--- config.mk ---
export PLATFORM = sky130hd
export DESIGN_NAME = src_reg_rd_seq
export DESIGN_NICKNAME = d
export VERILOG_FILES = /design/src/rtl/src_reg_rd_seq.sv
export SDC_FILE = /design/constraint.sdc
export NUM_CORES = 1
export LEC_CHECK = 0
export BUFFER_PORTS_ARGS = -buffer_cell sky130_fd_sc_hd__buf_2
export CORE_AREA = 4 4 42 44
export CTS_CLUSTER_SIZE = 10
export DETAILED_ROUTE_END_ITERATION = 6
export DIE_AREA = 0 0 46 48
export PLACE_DENSITY = 0.78
export SLEW_MARGIN = 30
export SYNTH_ARGS = -nofsm -noshare
export SYNTH_HDL_FRONTEND = slang
export SYNTH_SLANG_ARGS = --single-unit
--- constraint.sdc ---
create_clock -name CLK1 -period 3.8 [get_ports CLK1]
set_clock_uncertainty 0.05 [all_clocks]
set_input_delay 1.14 -clock CLK1 [delete_from_list [all_inputs] [get_ports CLK1]]
set_output_delay 1.14 -clock CLK1 [all_outputs]
set_load 0.005 [all_outputs]
--- src/rtl/src_reg_rd_seq.sv ---
// Read-side sequencer: walks source registers 0..COUNT-1 in order, pulses a
// one-hot read select for each one, and hands each captured word downstream
// under a valid/ready handshake. Every output is decoded from registered state.
module src_reg_rd_seq #(
  parameter int WIDTH = 4
) (
  input  logic             CLK1,
  input  logic             RST_N,
  input  logic             LDS,
  input  logic [1:0]       COUNT,
  input  logic             ABORT,
  input  logic [WIDTH-1:0] REG0,
  input  logic [WIDTH-1:0] REG1,
  input  logic [WIDTH-1:0] REG2,
  input  logic             DREADY,
  output logic             R0,
  output logic             R1,
  output logic             R2,
  output logic [WIDTH-1:0] DOUT,
  output logic             DVALID,
  output logic             BUSY,
  output logic             DONE
);

  typedef enum logic [1:0] {
    S_IDLE = 2'd0,
    S_LOAD = 2'd1,
    S_SEND = 2'd2,
    S_FIN  = 2'd3
  } state_e;

  state_e           state_q, state_d;
  logic [1:0]       ptr_q, ptr_d;
  logic [1:0]       cnt_q, cnt_d;
  logic [WIDTH-1:0] dout_q, dout_d;
  logic [WIDTH-1:0] sel_word;

  // Source register addressed by the pointer; only meaningful during LOAD.
  always_comb begin
    case (ptr_q)
      2'd0:    sel_word = REG0;
      2'd1:    sel_word = REG1;
      default: sel_word = REG2;
    endcase
  end

  // Next-state logic: ABORT overrides everything once a sequence is running.
  always_comb begin
    // NOTE: every signal gets a default first so no path leaves it unassigned,
    // which would otherwise infer a latch.
    state_d = state_q;
    ptr_d   = ptr_q;
    cnt_d   = cnt_q;
    dout_d  = dout_q;

    if (ABORT && (state_q != S_IDLE)) begin
      // DOUT deliberately keeps its last captured value on abort.
      state_d = S_IDLE;
      ptr_d   = 2'd0;
      cnt_d   = 2'd0;
    end else begin
      case (state_q)
        S_IDLE: begin
          // COUNT=0 is a null request and is dropped silently.
          if (LDS && (COUNT != 2'd0)) begin
            cnt_d   = COUNT;
            ptr_d   = 2'd0;
            state_d = S_LOAD;
          end
        end
        S_LOAD: begin
          dout_d  = sel_word;
          state_d = S_SEND;
        end
        S_SEND: begin
          if (DREADY) begin
            if (ptr_q == (cnt_q - 2'd1)) begin
              state_d = S_FIN;
            end else begin
              ptr_d   = ptr_q + 2'd1;
              state_d = S_LOAD;
            end
          end
        end
        S_FIN: begin
          state_d = S_IDLE;
          ptr_d   = 2'd0;
          cnt_d   = 2'd0;
        end
      endcase
    end
  end

  // State, pointer, latched count and output word registers.
  always_ff @(posedge CLK1 or negedge RST_N) begin
    if (!RST_N) begin
      state_q <= S_IDLE;
      ptr_q   <= 2'd0;
      cnt_q   <= 2'd0;
      dout_q  <= '0;
    end else begin
      // NOTE: sequential state uses non-blocking assignments so every register
      // samples the pre-edge values regardless of statement order.
      state_q <= state_d;
      ptr_q   <= ptr_d;
      cnt_q   <= cnt_d;
      dout_q  <= dout_d;
    end
  end

  assign R0     = (state_q == S_LOAD) && (ptr_q == 2'd0);
  assign R1     = (state_q == S_LOAD) && (ptr_q == 2'd1);
  assign R2     = (state_q == S_LOAD) && (ptr_q == 2'd2);
  assign DVALID = (state_q == S_SEND);
  assign BUSY   = (state_q != S_IDLE);
  assign DONE   = (state_q == S_FIN);
  assign DOUT   = dout_q;

endmodule

# [Word level (Yosys, flattened, before mapping)]
# Index checks and enable logic that the tools add are counted.
[classes] reduce_logical=15 shift=0 order_cmp=0 n_addsub=2 div=0 mux=14 bitwise_logic=1 n_eq_ne=9 n_mul=0
[ops] op="$mux W2" n=10
[ops] op="$pmux W2 S4" n=1
[ops] op="$pmux W4 S2" n=1
[ops] op="$eq A2 B2 Y1 const B" n=3
[ops] op="$ne A3 B3 Y1 const B" n=2
[ops] op="$pmux W2 S3" n=1
[ops] op="$reduce_and A2 Y1" n=3
[ops] op="$logic_and A1 B1 Y1" n=5
[ops] op="$eq A2 B1 Y1 const B" n=2
[ops] op="$logic_not A2 Y1" n=2
[ops] op="$pmux W2 S2" n=1
[ops] op="$reduce_and A4 Y1" n=1
[ops] op="$reduce_bool A2 Y1" n=2
[ops] op="$reduce_bool A4 Y1" n=1
[ops] op="$ne A3 B2 Y1 const B" n=1
[ops] op="$reduce_bool A3 Y1" n=1
[ops] op="$add A2 B1 Y2 const B" n=1
[ops] op="$eq A2 B2 Y1" n=1
[ops] op="$sub A2 B1 Y2 const B" n=1
[ops] op="$not A1 Y1" n=1
[word_totals] register_bits=10 ramBits=0 latch_bits=0 word_cells=45 romBits=0 mem_count=0

# [Longest topological paths before layout]
[logic_depth] word_depth=6 ltp_mapped=5 depth_no_buf=5

# [Least setup slack after synthesis]
# Ideal clock, no wire load.
[synth_path] path_kind="reg2out" from="register ptr_q[1]" to="output R0" path_buffers=0 t_arrival_ps=854 required_time_ps=2610 path_stages_with_launch=4 path_slack_ps=1756 path_cell_list="dfrtp_1 inv_1 ha_1 and2_1"
[synth_via] elab_chain_len=2
[synth_rtl] element="from (decl)" line_no="33" source="logic [1:0] ptr_q, ptr_d;"
[synth_rtl] element="from (signal assigned)" line_no="105" source="ptr_q <= ptr_d;"
[synth_rtl] element="$logic_not A2 Y1" line_no="111" source="assign R0 = (state_q == S_LOAD) && (ptr_q == 2'd0);"
[synth_rtl] element="$logic_and A1 B1 Y1" line_no="111"
[synth_rtl] element="to (decl)" line_no="16" source="output logic R0,"
# Every way passes these cells.

# [Final worst setup path]
[layout_path] from="register ptr_q[0]" to="output R0"
# Same word-level chain as after synthesis.

==> results.md <==
* Outcome: completed
* Hold path endpoint: cnt_q[1]$_DFFE_PN0P_
* CP Capture Type: output pin
* Syn Nets at 94
* Reg-to-reg startpoint: state_q[1]$_DFFE_PN0P_
* Placed wire-length estimate at 1230 microns
* First-pass iteration count of the detailed router at 5
* Clock Pin Slew Worst Setup and Hold Paths at 0.07 ns
* Hold Crit Class: reg2reg
* IO Count at 29
* Seq cells post-synth at 10
* Reg2reg path depth at 4
* Final WS setup at 1.28 ns
* R2R Setup Slk at 2.02 ns
* Clock Tree Buf Depth at 2
* Hold slack at 0.503 ns
* Setup TNS at 0 ns
* Pin count of the biggest net entering global routing at 11
* CTS Hold Bufs at 0
* Latest clock arrival within the worst-skew pair at 0.26 ns
* Leftover overflow at the end of global routing at 0
* Cells after synthesis at 72
* Pleak at 0.413 nW
* Die X at 46 microns
* Fin nets at 126
* RSZ-0062 raised after global routing: no
* CTS resizes at 0
* Antenna diodes at 0
* Total track usage at 14.8%
* Final setup violation count at 0
* Crit Path Category: reg2out
* First-pass GRT wire length at 2390 microns
* Die Height at 48 microns
* Minimum clock period after layout at 2.52 ns
* R2r endpoint: ptr_q[1]$_DFFE_PN0P_
* Area Growth Syn to Fin at 28.7%
* Yosys warnings at 0
* H-Tree Depth at 1
* Routed vias/inst at 5.53
* Min-Delay Startpoint: cnt_q[1]$_DFFE_PN0P_
* Worst slew pin tran at 0.670 ns
* Final Max Slew Viols at 0
* RePlAce Congestion at 0.821
* Max-cap violations at 0
* Routed Antenna Nets at 0
* Buffers on Ports at 28
* Core Area at 0.00144 sq mm
* CP startpoint kind: register
* First-iteration detailed-routing DRC count at 17
* Worst Hold Path Cells at 2
* Via Count at 658
* Fin crit share at 66.2%
* Cell Pwr Density at 648 mW/mm^2
* Drt wl/cell at 13.1 microns
* Initial antenna violation count at 0
* CTS tree: done
* Fmax at 0.397 GHz
* CTS Root Cell: clkbuf_4
* Setup bufs post-CTS at 0
* CTS sink count at 10
* Initial Utilization at 44.9%
* Die area at 0.00221 sq mm
* Worst Path Arrival at 1.33 ns
* Syn Area/Cell at 8.95 sq um
* Relative slew slack at 55.3%
* Crit-path max FO at 6
* Netlist cell types at 24
* Mapped Area at 644 sq um
* Worst slack, placed at 1.53 ns
* Remaining DRCs at 0
* Layout cells sized above 1 at 32.0%
* Sequential-to-total area share from yosys stat at 38.8%
* Drt total wl at 1560 microns
* Max IR drop VDD at 0.262 mV
* Vias in the first global route at 552
* Hold Fails Final Rpt at 0
* Critical Path RT at 2.61 ns
* TritonCTS Buffers at 3
* # rows at 14
cells in the mapped netlist (all sizes together):
| cell | n | share of area [%] |
|---|---|---|
| dfrtp | 10 | 39 |
| nand2 | 8 | 4.7 |
| a22oi | 6 | 7.0 |
| a31oi | 6 | 5.8 |
| nor2 | 6 | 3.5 |
| nor2b | 5 | 4.9 |
| and2 | 4 | 3.9 |
| ha | 3 | 5.8 |
| inv | 3 | 1.7 |
| o21ai | 3 | 2.3 |
| a21o | 2 | 2.3 |
| a21oi | 2 | 1.6 |
| and2b | 2 | 2.3 |
| nand2b | 2 | 1.9 |
| a211oi | 1 | 1.9 |
| buf | 1 | 1.7 |
| mux2i | 1 | 1.6 |
| nand4 | 1 | 0.97 |
| nor3b | 1 | 1.2 |
| nor4b | 1 | 1.4 |
| o221ai | 1 | 1.4 |
| or2 | 1 | 0.97 |
| or3 | 1 | 0.97 |
| xnor2 | 1 | 1.4 |
stage by stage:
stage	total power, W	std cells	cell area [sq um]	util, %
final	0.000538	119	830	57.8
after global routing	0.000585	119	830	57.8
after CTS	0.000541	119	830	57.8
after detailed placement	0.000442	115	793	55.2
after global placement	0.000439	115	793	55.2
after floorplan	0.000357	72	644	-
critical path, cell delays in order, from the launching register on:
cell and delay (ns):
dfrtp_1 0.44, inv_1 0.09, ha_1 0.26, and2_1 0.15, buf_2 0.12
layout make-up:
class	count	area, sq um
inverter	3	11.3
timing repair buffer	28	140
fill	136	607
sequential	10	250
multi-input combinational	58	372
clock buffer	4	36.3
tap	16	20.0
cells in the final DEF, fill, tap and decap left out:
cell / count
or2_1: 1
o21ai_0: 3
a211oi_2: 1
or3_1: 1
nor2b_1: 5
a21o_1: 2
a22oi_1: 6
nor4b_1: 1
and2b_1: 2
a21oi_1: 2
nor3b_1: 1
nand4_1: 1
clkbuf_4: 3
o221ai_1: 1
buf_2: 28
nand2_1: 8
nor2_1: 6
inv_1: 3
and2_1: 4
mux2i_1: 1
xnor2_1: 1
a31oi_1: 6
dfrtp_1: 10
ha_1: 3
clkbuf_8: 1
nand2b_1: 2
sequential cells by signal, indices dropped and copies added, names as in the netlist:
name     count
ptr_q        2
state_q      2
cnt_q        2
DOUT         4
worst max path at each step:
stage | startpoint | slack [ns] | end | cells after the start
2_1_floorplan | ptr_q[1]$_DFFE_PN0P_ | 1.76 | R0 | 3
4_1_cts | ptr_q[0]$_DFFE_PN0P_ | 1.28 | R0 | 4
3_5_place_dp | ABORT | 1.53 | ptr_q[1]$_DFFE_PN0P_ | 4
6_report | ptr_q[0]$_DFFE_PN0P_ | 1.28 | R0 | 4
5_1_grt | ptr_q[0]$_DFFE_PN0P_ | 1.16 | R0 | 4
3_3_place_gp | ptr_q[0]$_DFFE_PN0P_ | 1.58 | R0 | 4
logic make-up (layout without fill, tap and decap cells):
| family | Yosys count | after routing | share of synthesized area, % |
|---|---|---|---|
| and+or+nand+nor | 32 | 32 | 26.6 |
| AOI/OAI and AO/OA | 21 | 21 | 22.3 |
| DFF | 10 | 10 | 38.8 |
| buffers and inverters | 4 | 35 | 3.49 |
| adders and majority gates | 3 | 3 | 5.83 |
| xor gates and xnor gates | 1 | 1 | 1.36 |
| muxes | 1 | 1 | 1.55 |
where the power goes:
part	leakage, nW	total (W)	switching [W]	internal [W]
Combinational	0.270	0.000242	0.000123	0.000119
Sequential	0.122	0.000200	0.0000503	0.000150
Clock	0.0210	0.0000959	0.0000378	0.0000581
layer usage:
metal | part of all wire [%] | GRT usage [%] | vias to the layer above
li1 | - | - | 320
met1 | 46 | 21.3 | 294
met2 | 41 | 21.7 | 44
met3 | 13 | 1.50 | 0
met4 | 0 | 7.39 | 0
met5 | 0 | 0 | -
Power figures use the tool's default switching activity.
